**config.mk**
```make
export PLATFORM = sky130hd
export DESIGN_NAME = pc_sequencer
export DESIGN_NICKNAME = d
export VERILOG_FILES = /design/src/rtl/pc_sequencer.sv
export SDC_FILE = /design/constraint.sdc
export NUM_CORES = 1
export LEC_CHECK = 0
export CORE_MARGIN = 2
export CORE_UTILIZATION = 49
export CTS_BUF_LIST = sky130_fd_sc_hd__clkbuf_4 sky130_fd_sc_hd__clkbuf_8 sky130_fd_sc_hd__clkbuf_16
export DETAILED_ROUTE_END_ITERATION = 16
export GPL_TIMING_DRIVEN = 1
export PLACE_DENSITY = 0.88
export SLEW_MARGIN = 20
export SYNTH_ARGS = -nofsm -noshare
export SYNTH_HDL_FRONTEND = slang
export SYNTH_SLANG_ARGS = --single-unit
```
**constraint.sdc**
```tcl
create_clock -name clk -period 3.58 [get_ports clk]
set_input_delay 0.716 -clock clk [delete_from_list [all_inputs] [get_ports clk]]
set_output_delay 0.716 -clock clk [all_outputs]
set_load 0.03 [all_outputs]
```
**src/rtl/pc_sequencer.sv**
```systemverilog
// rtl/pc_sequencer.sv - multi-stage program-counter sequencer with return-address stack
module pc_sequencer #(
  parameter int ADDR_WIDTH   = 32,
  parameter int NUM_STAGES   = 4,
  parameter int PC_STEP      = 1,
  parameter int RESET_VECTOR = 0,
  parameter int STACK_DEPTH  = 4,
  localparam int SW  = (NUM_STAGES > 1) ? $clog2(NUM_STAGES) : 1,
  localparam int SPW = $clog2(STACK_DEPTH),
  localparam int DW  = SPW + 1
) (
  input  logic                  clk,
  input  logic                  rst_n,
  input  logic                  stall,
  input  logic [2:0]            ctrl_op,
  input  logic [ADDR_WIDTH-1:0] cond_value,
  input  logic [ADDR_WIDTH-1:0] target_addr,
  output logic [ADDR_WIDTH-1:0] pc,
  output logic [SW-1:0]         stage,
  output logic                  fetch_en,
  output logic                  commit_en,
  output logic                  redirect,
  output logic [DW-1:0]         stack_depth,
  output logic                  stack_err
);

  logic [ADDR_WIDTH-1:0] r_pc;
  logic [SW-1:0]         r_stage;
  logic [ADDR_WIDTH-1:0] r_stack [STACK_DEPTH];
  logic [SPW-1:0]        r_sp;
  logic [DW-1:0]         r_depth;
  logic                  r_redirect;
  logic                  r_err;

  logic                  w_commit;
  logic                  w_full;
  logic                  w_empty;
  logic [ADDR_WIDTH-1:0] w_seq_pc;
  logic [ADDR_WIDTH-1:0] w_next_pc;
  logic                  w_push;
  logic                  w_pop;
  logic                  w_taken;
  logic                  w_err;

  assign w_commit = (r_stage == SW'(NUM_STAGES - 1)) && !stall;
  assign w_seq_pc = r_pc + ADDR_WIDTH'(PC_STEP);
  assign w_full   = (r_depth == DW'(STACK_DEPTH));
  assign w_empty  = (r_depth == '0);

  always_comb begin
    w_next_pc = w_seq_pc;
    w_push    = 1'b0;
    w_pop     = 1'b0;
    w_taken   = 1'b0;
    w_err     = 1'b0;
    case (ctrl_op)
      3'd1: begin
        w_next_pc = target_addr;
        w_taken   = 1'b1;
      end
      3'd2: begin
        if (cond_value != '0) begin
          w_next_pc = target_addr;
          w_taken   = 1'b1;
        end
      end
      3'd3: begin
        w_next_pc = target_addr;
        w_push    = 1'b1;
        w_taken   = 1'b1;
        w_err     = w_full;
      end
      3'd4: begin
        // An empty-stack return degrades to a sequential step and flags the error.
        if (!w_empty) begin
          w_next_pc = r_stack[r_sp - SPW'(1)];
          w_pop     = 1'b1;
          w_taken   = 1'b1;
        end else begin
          w_err = 1'b1;
        end
      end
      default: ;
    endcase
  end

  always_ff @(posedge clk or negedge rst_n) begin
    if (!rst_n) begin
      r_pc       <= ADDR_WIDTH'(RESET_VECTOR);
      r_stage    <= '0;
      r_sp       <= '0;
      r_depth    <= '0;
      r_redirect <= 1'b0;
      r_err      <= 1'b0;
    end else begin
      r_redirect <= w_commit && w_taken;
      if (!stall) begin
        r_stage <= w_commit ? '0 : r_stage + SW'(1);
      end
      if (w_commit) begin
        r_pc <= w_next_pc;
        // Full-stack push wraps the pointer onto the oldest entry; depth saturates.
        if (w_push) begin
          r_sp <= r_sp + SPW'(1);
          if (!w_full) r_depth <= r_depth + DW'(1);
        end
        if (w_pop) begin
          r_sp    <= r_sp - SPW'(1);
          r_depth <= r_depth - DW'(1);
        end
        if (w_err) r_err <= 1'b1;
      end
    end
  end

  always_ff @(posedge clk) begin
    if (w_commit && w_push) r_stack[r_sp] <= w_seq_pc;
  end

  assign pc          = r_pc;
  assign stage       = r_stage;
  assign fetch_en    = (r_stage == '0) && !stall;
  assign commit_en   = w_commit;
  assign redirect    = r_redirect;
  assign stack_depth = r_depth;
  assign stack_err   = r_err;

endmodule
```
==> results.toml <==
[synth]
yosysTopAreaCellShare = 0.500
synth.distinct_cells = 49
ys_top_cells_by_count = "128 x edfxtp_1, 56 x nand3_1, 41 x dfrtp_1"
synth-seq-cells = 169
ys_warn_count = 0
syn_inst = 537
synth_edf_count = 128
ys_async_sr_fraction = 0.243
synth_area_um2 = 7680
synth.area.top_cells = "edfxtp_1 50%, dfrtp_1 13%, mux4_2 9.4%, nand3_1 3.6%, xnor2_1 2.6%"
syn_nets = 615
synthFlopType = "edfxtp_1"
ys_seq_area_frac = 0.634
syn-mean-instance-area_um2 = 14.3
synth_largest_area_cell = "edfxtp_1"
synth_most_common_cell = "edfxtp_1"

[sta]
slew_viol_final = 0
setup_viol = 0
fin_setup_tns_ns = 0
hold_slack_ns = 0.266
fin_skew_ns = 0.0112
max_freq_ghz = 0.330
slew_headroom = 0.339
min_period_ns = 3.03
hold_violations = 0
layout_setup_ws_ns = 0.548
finalCritPeriodShare = 0.847
grt_setup_unrepaired = "false"
tightest_slew_ns = 0.985

[worst_setup_path]
crit_type = "in2reg"
crit_required_ns = 3.94
critPathArrivalTime_ns = 3.39
cp_max_fo = 16
worstSetupEndpointType = "flop"
worstSetupStartpointType = "input port"
rrSetupSlack_ns = 0.63
reg2regPathDepth = 7

[global_route]
grt-ovfl-total = 0
grt_usage = 0.251
grt_pass1_vias = 5710
grt_max_degree = 42
grt_pass1_wl_um = 31300
antenna_found_initial = 0

[detailed_routing]
vias_per_cell = 6.61
via_count = 5826
dr.pass1.iters = 5
wl_per_cell_um = 23.7
wl_um = 20900
ant_nets = 0
drc = 0
drtIter0Drc = 943

[outcome]
status = "finished, final reports clean"

[cells_and_area]
drive_gt1_frac = 0.134
fillCellCount = 1003
area_growth_pct = 26.3
nets = 735
multi_input_area_um2 = 2640
regArea_um2 = 4870
diodes = 0

[clock_tree]
cts.reportedPaths.clkPinSlew_ns = 0.07
cts_resized = 0
cts_buffer_depth = 2
cts_hold_buf = 0
cts_setup_buffers = 0
clock_latency_ns = 0.43
cts.sinks = 169
clockRootBuffer = "clkbuf_16"
cts_made_buffers = 17
htreeDepth = 4
tritoncts = "yes"

[die]
core-area_um2 = 15300
dieArea_um2 = 16700
pin_count = 111
die_x_um = 129
start_util = 0.503
die_h_um = 129
std_cell_rows = 45

[worst_hold_path]
hp-class = "in2async"

[placed_design]
dp_hpwl_um = 12800
io_buffers = 110
place_ws_ns = 0.173
place.gp.congestion = 0.901

[power]
pwr-share-comb = 0.342
cellLeakagePower_uw = 0.00347
p_switching_uw = 2550
p_int_uw = 4830
switching_share = 0.345
p_seq_frac = 0.396
p_per_area_nw_per_um2 = 761
vdd.ir_drop.worst_mv = 0.444
clkPwrFrac = 0.263

[job]
cap_violations = 0
-- cells in the final DEF (no fill, tap or decap), types with 3 or more instances in the layout --
cell             instances
a31oi_1                  4
clkbuf_16               17
nand2_1                 23
xor2_1                  11
and3_1                  16
a21oi_1                 16
nor4_1                  11
o21ai_0                  7
edfxtp_1               128
clkbuf_4                 3
and4_1                   5
nor3b_1                  4
nor2_1                  21
nand3_1                 56
a22o_1                   6
xnor2_1                 23
buf_4                   22
ha_1                     7
and2_1                   8
dfrtp_1                 40
a221oi_1                 3
nand4_1                  5
mux4_2                  32
a21o_1                   5
o211ai_1                 3
nor2b_1                  4
a211o_1                  4
a22oi_1                 20
bufinv_16                4
nor3_1                   5
inv_1                   11
clkdlybuf4s50_1        109
a221o_1                  6
-- power groups by stage --
stage / Combinational, uW / Sequential [uW] / Clock, uW
4_1_cts: 2500 / 2910 / 1940
2_1_floorplan: 1230 / 3200 / 0
3_3_place_gp: 2360 / 2910 / 0
6_report: 2520 / 2920 / 1940
5_1_grt: 2650 / 2950 / 2030
3_5_place_dp: 2470 / 2930 / 0
-- worst paths after layout --
check / from / endpoint
min: rst_n / stack_depth[1]
max: cond_value[25] / pc[29]
min in group clk: stack_err / stack_err
max reg2reg: r_sp[0] / pc[13]
min reg2reg: stack_err / stack_err
max in group asynchronous: rst_n / pc[25]
-- worst max-delay path: stages --
cell	delay, ns
clkdlybuf4s50_1	0.40
nor4_1	0.27
nand2_1	0.09
or4_1	0.71
a21o_1	0.48
or4_1	0.60
nand3_1	0.13
-- routing by layer --
metal / vias up / part of all wire / global-route usage
met3: 100 / 0.11 / 0.0599
met1: 2856 / 0.36 / 0.310
met5: - / 0 / 0
met2: 516 / 0.49 / 0.422
met4: 0 / 0.044 / 0.116
li1: 2354 / - / -
-- through the flow --
| stage | area (um^2) | power [uW] | utilization | cells |
|---|---|---|---|---|
| finish | 9700 | 7380 | 0.636 | 881 |
| global route | 9700 | 7620 | 0.636 | 881 |
| CTS | 9700 | 7350 | 0.635 | 881 |
| detailed placement | 9070 | 5400 | 0.595 | 849 |
| global placement | 9070 | 5280 | 0.595 | 849 |
| floorplan | 7680 | 4420 | - | 537 |
-- final cells by class --
type | count | area share
multi-input cells | 327 | 0.272
repair buffers | 131 | 0.130
inverters | 11 | 0.00426
flip-flops and latches | 169 | 0.502
clock buffers | 20 | 0.0462
clock inverters | 12 | 0.0181
well taps | 211 | 0.0272
-- cell families (layout without fill, tap and decap cells) --
group | count (synthesis) | count (layout) | share of synthesized area
AND/OR/NAND/NOR | 166 | 166 | 0.115
flip-flops | 169 | 169 | 0.634
buffers and inverters | 41 | 174 | 0.0220
adder cells (fa/ha/maj) | 8 | 8 | 0.0140
AO/OA/AOI/OAI | 86 | 86 | 0.0808
XOR/XNOR | 34 | 34 | 0.0388
multiplexers | 33 | 33 | 0.0953
-- flip-flops by register name, summed over array words and instances (netlist names) --
register and flops:
r_stack 128, pc 32, stack_depth 3, r_sp 2
stage 2, redirect 1, stack_err 1
No activity file was read; power rests on OpenSTA's default activity.
